$ cat config.mk
export PLATFORM = sky130hd
export DESIGN_NAME = bcd_serial_addsub
export DESIGN_NICKNAME = d
export VERILOG_FILES = /design/src/rtl/bcd_pkg.sv /design/src/rtl/bcd_digit_cell.sv /design/src/rtl/bcd_serial_addsub.sv
export SDC_FILE = /design/constraint.sdc
export NUM_CORES = 1
export LEC_CHECK = 0
export BUFFER_PORTS_ARGS = -buffer_cell sky130_fd_sc_hd__buf_2
export CORE_MARGIN = 1
export CORE_UTILIZATION = 50
export DETAILED_ROUTE_END_ITERATION = 8
export GPL_ROUTABILITY_DRIVEN = 0
export PLACE_DENSITY = 0.76
export SETUP_SLACK_MARGIN = 0.05
export SYNTH_ARGS = -nofsm -noshare
export SYNTH_HDL_FRONTEND = slang
export SYNTH_SLANG_ARGS = --single-unit
$ cat constraint.sdc
create_clock -name clk -period 4.8 [get_ports clk]
set_clock_uncertainty 0.15 [all_clocks]
set_input_delay 0.96 -clock clk [delete_from_list [all_inputs] [get_ports clk]]
set_output_delay 0.96 -clock clk [all_outputs]
set_load 0.05 [all_outputs]
$ cat src/rtl/bcd_pkg.sv
// rtl/bcd_pkg.sv - shared state type, BCD constants and nine's-complement helper
// for the serial BCD adder/subtractor.
package bcd_pkg;

   typedef enum logic [1:0] {
      IDLE = 2'd0,
      ADD  = 2'd1,
      COMP = 2'd2,
      DONE = 2'd3
   } state_t;

   localparam logic [3:0] BCD_NINE = 4'd9;
   localparam logic [3:0] BCD_ADJ  = 4'd6;

   function automatic logic [3:0] nines_c(input logic [3:0] d);
      return BCD_NINE - d;
   endfunction

endpackage

$ cat src/rtl/bcd_digit_cell.sv
// rtl/bcd_digit_cell.sv - one BCD digit of add, optionally against the nine's
// complement of b; the decimal-adjusted digit and carry out are combinational.
module bcd_digit_cell
   import bcd_pkg::*;
(
   input  logic [3:0] a,
   input  logic [3:0] b,
   input  logic       cin,
   input  logic       comp_b,
   output logic [3:0] digit,
   output logic       cout
);

   logic [3:0] b_eff;
   logic [4:0] sum;

   always_comb begin
      b_eff = comp_b ? nines_c(b) : b;
      sum   = {1'b0, a} + {1'b0, b_eff} + {4'b0000, cin};
      if (sum > 5'd9) begin
         digit = sum[3:0] + BCD_ADJ;
         cout  = 1'b1;
      end else begin
         digit = sum[3:0];
         cout  = 1'b0;
      end
   end

endmodule

$ cat src/rtl/bcd_serial_addsub.sv
// rtl/bcd_serial_addsub.sv - signed-magnitude BCD add/subtract, one digit per clock,
// LS digit first; BCD_DIGIT_CHECK_EN adds invalid-digit rejection at accept.
module bcd_serial_addsub
   import bcd_pkg::*;
#(
   parameter int DIGITS = 3
) (
   input  logic                  clk,
   input  logic                  rst,
   input  logic                  start,
   input  logic                  op,
   input  logic                  a_sign,
   input  logic [4*DIGITS-1:0]   a_mag,
   input  logic                  b_sign,
   input  logic [4*DIGITS-1:0]   b_mag,
   output logic                  busy,
   output logic                  done,
   output logic                  res_sign,
   output logic [4*DIGITS-1:0]   res_mag,
   output logic                  overflow,
   output logic                  err
);

   localparam int W  = 4 * DIGITS;
   localparam int IW = (DIGITS > 1) ? $clog2(DIGITS) : 1;

   state_t         state;
   logic [IW-1:0]  idx;
   logic [W-1:0]   a_sr, b_sr, work, work_next;
   logic           carry, eff_sub, a_sign_q;
   logic [3:0]     cell_a, cell_b, cell_digit;
   logic           cell_comp, cell_cout;
   logic           last, zero;

   // COMP reuses the adder: 0 + (9 - d) + carry gives the ten's complement
   assign cell_a    = (state == COMP) ? 4'd0 : a_sr[3:0];
   assign cell_b    = (state == COMP) ? work[3:0] : b_sr[3:0];
   assign cell_comp = (state == COMP) | eff_sub;

   bcd_digit_cell u_cell (
      .a      (cell_a),
      .b      (cell_b),
      .cin    (carry),
      .comp_b (cell_comp),
      .digit  (cell_digit),
      .cout   (cell_cout)
   );

   assign work_next = (work >> 4) | (W'(cell_digit) << (W - 4));
   assign last      = (idx == IW'(DIGITS - 1));
   assign zero      = (work_next == '0);
   assign busy      = (state != IDLE);
   assign done      = (state == DONE);

`ifdef BCD_DIGIT_CHECK_EN
   function automatic logic has_bad_digit(input logic [W-1:0] x);
      logic bad;
      bad = 1'b0;
      for (int i = 0; i < DIGITS; i++)
         if (x[4*i +: 4] > BCD_NINE) bad = 1'b1;
      return bad;
   endfunction

   logic bad_in;
   assign bad_in = has_bad_digit(a_mag) | has_bad_digit(b_mag);
`else
   assign err = 1'b0;
`endif

   always_ff @(posedge clk or posedge rst) begin
      if (rst) begin
         state    <= IDLE;
         idx      <= '0;
         a_sr     <= '0;
         b_sr     <= '0;
         work     <= '0;
         carry    <= 1'b0;
         eff_sub  <= 1'b0;
         a_sign_q <= 1'b0;
         res_sign <= 1'b0;
         res_mag  <= '0;
         overflow <= 1'b0;
`ifdef BCD_DIGIT_CHECK_EN
         err      <= 1'b0;
`endif
      end else begin
         case (state)
            IDLE: if (start) begin
`ifdef BCD_DIGIT_CHECK_EN
               err <= bad_in;
               if (bad_in) begin
                  res_mag  <= '0;
                  res_sign <= 1'b0;
                  overflow <= 1'b0;
                  state    <= DONE;
               end else
`endif
               begin
                  a_sr     <= a_mag;
                  b_sr     <= b_mag;
                  work     <= '0;
                  a_sign_q <= a_sign;
                  eff_sub  <= op ^ a_sign ^ b_sign;
                  carry    <= op ^ a_sign ^ b_sign;
                  idx      <= '0;
                  state    <= ADD;
               end
            end
            ADD: begin
               a_sr  <= a_sr >> 4;
               b_sr  <= b_sr >> 4;
               work  <= work_next;
               carry <= cell_cout;
               idx   <= idx + 1'b1;
               if (last) begin
                  idx <= '0;
                  // a subtract with no final carry means |A| < |B|: result needs re-complementing
                  if (!eff_sub || cell_cout) begin
                     res_mag  <= work_next;
                     overflow <= !eff_sub && cell_cout;
                     res_sign <= zero ? 1'b0 : a_sign_q;
                     state    <= DONE;
                  end else begin
                     carry <= 1'b1;
                     state <= COMP;
                  end
               end
            end
            COMP: begin
               work  <= work_next;
               carry <= cell_cout;
               idx   <= idx + 1'b1;
               if (last) begin
                  idx      <= '0;
                  res_mag  <= work_next;
                  overflow <= 1'b0;
                  res_sign <= zero ? 1'b0 : ~a_sign_q;
                  state    <= DONE;
               end
            end
            DONE:    state <= IDLE;
            default: state <= IDLE;
         endcase
      end
   end

endmodule

[After elaboration in Yosys (flattened, before gate mapping)]
Index checks and enable logic that the tools add are counted.
Cells by class
  reductions and logical operators: 17
  add/subtract/negate cells: 5
  bitwise logic cells: 5
  $lt $le $gt $ge: 1
  multiplexer cells: 37
  equal/unequal tests: 8
Operators with widths (number)
  $pmux 12 s2: 4
  $mux 12: 6
  $mux 4: 4
  $mux 1: 13
  $logic_not 12->1: 1
  $or 8x12->12: 1
  $mux 2: 5
  $ne 2x2->1 const B: 4
  $pmux 2 s4: 1
  $reduce_and 2->1: 4
  $reduce_bool 2->1: 4
  $eq 2x2->1 const B: 3
  $add 4x4->5: 1
  $add 5x1->5: 1
  $gt 5x4->1 const B: 1
  $add 4x3->4 const B: 1
  $pmux 1 s2: 2
  $pmux 2 s2: 1
  $reduce_and 4->1: 1
  $sub 4x4->4 const A: 1
  $pmux 1 s3: 1
  $reduce_and 3->1: 1
  $reduce_bool 3->1: 1
  $add 2x1->2 const B: 1
  9 further kinds: 10
Word-level totals
  output and inout bits: 17
  flip-flop bits (word level): 57
  logic and storage cells: 84
  bits of input ports: 30

[Logic depth before layout (Yosys ltp)]
  word-level depth: 14
  depth in mapped cells: 18
  gate-level depth less buffers: 16

[Cells and area by module]
From an unflattened synthesis, not the netlist that was laid out.
Second synthesis, totals
  cell total of the unflattened synthesis: 266
  area, all modules: 2919.0 µm²
Modules (own cells, without submodules)
  bcd_serial_addsub: sequential area each 1426.4 µm², area an instance 2641.3 µm², instances 1, cells each 231
  bcd_digit_cell: sequential area each 0.0 µm², area an instance 277.8 µm², instances 1, cells each 35

[Least setup slack after synthesis]
Ideal clock, no wire load.
  path type: register -> register
  from: reg state[0]
  to: reg res_sign
  library setup time: 0.124 ns
  buffers on the path: 2
  clock period less this slack: 3.954 ns
  arrival time: 3.680 ns
  path slack: 0.846 ns
  data required time: 4.526 ns
  stages on the path, launching flop included: 18
  cells stage by stage: dfrtp_1 > inv_1 > ha_1 > buf_1 > mux2i_1 > ha_1 > mux2_2 > ha_1 > xor2_2 > inv_1 > ha_1 > nand2_1 > o31ai_2 > nor3b_4 > o21a_1 > buf_6 > mux2_4 > o31a_1
Between the ends
  cells in the longest elaborated chain, start to end: 14
  elaborated cells on any way between the ends: 27
  classes of those cells: add/sub: 4; order compare: 1; eq/ne: 5; mux: 11; bitwise: 2; reduce/logical: 4
Ends and longest elaborated chain
  start, declared: line bcd_serial_addsub.sv:27  | state_t state;
  start signal, assigned: line bcd_serial_addsub.sv:72  | state <= IDLE;
  start signal, assigned: line bcd_serial_addsub.sv:106  | state <= ADD;
  start signal, assigned: line bcd_serial_addsub.sv:122  | state <= DONE;
  $eq 2x2->1
  $mux 4: line bcd_serial_addsub.sv:37  | assign cell_b = (state == COMP) ? work[3:0] : b_sr[3:0];
  $sub 4x4->4: line bcd_pkg.sv:16  | return BCD_NINE - d;
  $mux 4: line bcd_digit_cell.sv:18  | b_eff = comp_b ? nines_c(b) : b;
  $add 4x4->5: line bcd_digit_cell.sv:19  | sum = {1'b0, a} + {1'b0, b_eff} + {4'b0000, cin};
  $add 5x1->5: line bcd_digit_cell.sv:19
  $add 4x3->4 or $gt 5x4->1 (tied branches): line bcd_digit_cell.sv:21, bcd_digit_cell.sv:20
  $mux 4: line bcd_digit_cell.sv:20  | if (sum > 5'd9) begin
  $or 8x12->12: line bcd_serial_addsub.sv:49  | assign work_next = (work >> 4) | (W'(cell_digit) << (W - 4));
  $logic_not 12->1: line bcd_serial_addsub.sv:51  | assign zero = (work_next == '0);
  $mux 1: line bcd_serial_addsub.sv:121  | res_sign <= zero ? 1'b0 : a_sign_q;
  $mux 1: line bcd_serial_addsub.sv:118  | if (!eff_sub || cell_cout) begin
  $mux 1: line bcd_serial_addsub.sv:115  | if (last) begin
  $pmux 1 s2: line bcd_serial_addsub.sv:87  | case (state)
  end signal, assigned: line bcd_serial_addsub.sv:121
  end signal, assigned: line bcd_serial_addsub.sv:137  | res_sign <= zero ? 1'b0 : ~a_sign_q;
  end, declared: line bcd_serial_addsub.sv:18  | output logic res_sign,
Parallel ways exist; a longest one is shown, timed or not. The select of a mux whose other input is x is not followed.
A chain may end at the register's enable or synchronous reset.

[Worst setup path after layout]
Ends and elaborated chain as after synthesis.

==> impl_metrics.ini <==
[outcome]
status = complete, no violations

[global_route]
antenna_found_initial = 0
grt_overflow = 0
grtUsageTotal_pct = 21.5
grt_pass1_wl_um = 9890
grt_pass1_vias = 2087
grt_max_degree = 58

[route]
drc = 0
routed_via_density = 5.49
drtIter0Drc = 141
via_count = 2167
totalWireLength_um = 5870
drtPass1Iterations = 4
ant_nets = 0
wl_per_cell_um = 14.9

[cts]
insertion_delay_ns = 0.34
cts_tree = yes
postCtsSetupBuffers = 0
clockBufferDepth = 2
root_buffer = clkbuf_8
cts.sinks = 57
htreeDepth = 3
cts.clk_slew.worst_paths_ns = 0.06
cts_buffers = 9
cts_hold_repair.buffers = 0
cts_resized = 0

[sta]
tns_ns = 0
fin_crit_ns = 4.32
drv_slew = 0
fin_crit_sh_pct = 90.0
rsz0062_at_grt = false
report.final.hold_viol_count = 0
setup_viol = 0
slew_headroom_pct = 22.8
worst_pin_slew_ns = 1.16
fmaxAchievable_mhz = 232

[min_path]
hp-class = flop to flop

[critical_path]
crit_arrival_ns = 4.40
crit_path_start_kind = flop
required_ns = 4.88
worstSetupPathType = flop to flop
critPathMaxFanout = 13
worst_setup_path_end_kind = flop

[die]
die_h_um = 78.2
ios = 47
num_rows = 27
core_sq_um = 5540
initial_core_util_pct = 52.4
die_area_sq_um = 6120
die_w_um = 78.2

[yosys]
yosys_register_bits = 57
synthDistinctLibCells = 47
syn_avg_cell_area_sq_um = 10.6
yosysWarnings = 0
syn-cell-area_sq_um = 2910
synth_edf_count = 0
async_flop_share_pct = 100
synthFlopType = dfrtp_1
syn-num-nets = 315
ys_seq_area_share_pct = 49.1
netlist_instances = 274

[flow_run]
cap_viol_max_count = 0

[layout]
final_common_cell = dfrtp_1
antenna_cells = 0
num-nets-final = 359
drive_gt1_share_pct = 26.6
synthToLayoutAreaGrowth_pct = 15.8
layout_common_cells = dfrtp_1 (57), buf_2 (45), nand2_1 (36), o21ai_0 (31), mux2i_1 (19)

[placement]
dp_hpwl_um = 4160
io_buffer_count = 45
-- cell families (layout without fill, tap and decap cells) --
kind of cell             after synthesis  in the layout  share of synthesized area, %
AO/OA/AOI/OAI                         72             72                          16.0
AND/OR/NAND/NOR                       70             70                          11.8
flip-flops                            57             57                          49.1
multiplexers                          32             32                          11.7
buffers and inverters                 24             73                          3.57
adder cells (fa/ha/maj)               11             11                          5.25
XOR/XNOR                               7              7                          2.37
other                                  1              1                         0.129
-- cell type report --
cell class                 count  area [sq um]
clock buffer                  14           183
clock inverter                 2          10.0
fill                         464          2170
inverter                      10          37.5
multi-input combinational    193          1380
sequential                    57          1430
tap                           72          90.1
timing repair buffer          47           240
-- flip-flops by register name, indices dropped and copies added (netlist names) --
name      cells
a_sr         12
b_sr         12
res_mag      12
work         12
idx           2
state         2
a_sign_q      1
carry         1
eff_sub       1
overflow      1
res_sign      1
-- worst max-delay path: stages, from the launching register on --
cell and delay, ns:
dfrtp_1 0.42, inv_1 0.13, ha_1 0.44, mux2i_1 0.28
ha_1 0.26, mux2_2 0.27, ha_1 0.37, xor2_2 0.23
inv_1 0.08, ha_1 0.23, nand2_1 0.08, o31ai_2 0.08
nor3b_4 0.29, o21a_1 0.46, mux2_4 0.34, o31a_1 0.10
-- synth_stat cells (all sizes together), types with 7 or more instances --
| master | count | area, sq um |
|---|---|---|
| a21oi | 9 | 45.0 |
| ha | 9 | 113 |
| nand2 | 36 | 135 |
| a22o | 14 | 123 |
| nor2 | 7 | 26.3 |
| mux2 | 13 | 150 |
| dfrtp | 57 | 1430 |
| o21ai | 34 | 170 |
| clkbuf | 8 | 31.3 |
| inv | 10 | 37.5 |
| mux2i | 19 | 190 |
-- per-layer routing --
metal / routed length [um] / vias to the layer above / part of all wire, % / GRT usage, %
met5: 0 / - / 0 / 0
met4: 137 / 0 / 2.3 / 10.4
met3: 257 / 10 / 4.4 / 5.58
met2: 2780 / 62 / 47 / 32.6
met1: 2700 / 1046 / 46 / 28.6
li1: - / 1049 / - / -
-- path summary, 6_finish.rpt --
| path | from | endpoint | slack [ns] | depth (start not counted) |
|---|---|---|---|---|
| setup / recovery | state[0]$_DFFE_PP0P_ | res_sign$_DFFE_PP0P_ | 0.48 | 15 |
| hold reg to reg | res_mag[8]$_DFFE_PP0P_ | res_mag[8]$_DFFE_PP0P_ | 0.33 | 2 |
| setup reg to reg | state[0]$_DFFE_PP0P_ | res_sign$_DFFE_PP0P_ | 0.48 | 15 |
| hold / removal | res_mag[8]$_DFFE_PP0P_ | res_mag[8]$_DFFE_PP0P_ | 0.33 | 2 |
| max in group asynchronous | rst | a_sr[2]$_DFFE_PP0P_ | 3.37 | 3 |
| min in group asynchronous | rst | a_sign_q$_DFFE_PP0P_ | 0.66 | 3 |
-- metrics by stage --
stage	hold WS, ns	cell area, sq um	instances	util [%]	setup slack [ns]
final	0.327	3370	395	60.7	0.482
after global routing	0.363	3370	395	60.7	0.135
after CTS	0.334	3370	395	60.7	0.472
after detailed placement	0.320	3170	379	57.3	0.499
after global placement	0.305	3170	379	57.3	0.636
after floorplan	0.292	2910	274	-	0.846
Power is not shown: default switching activity piles up to over one toggle a cycle in this logic, so the estimate is an artifact.
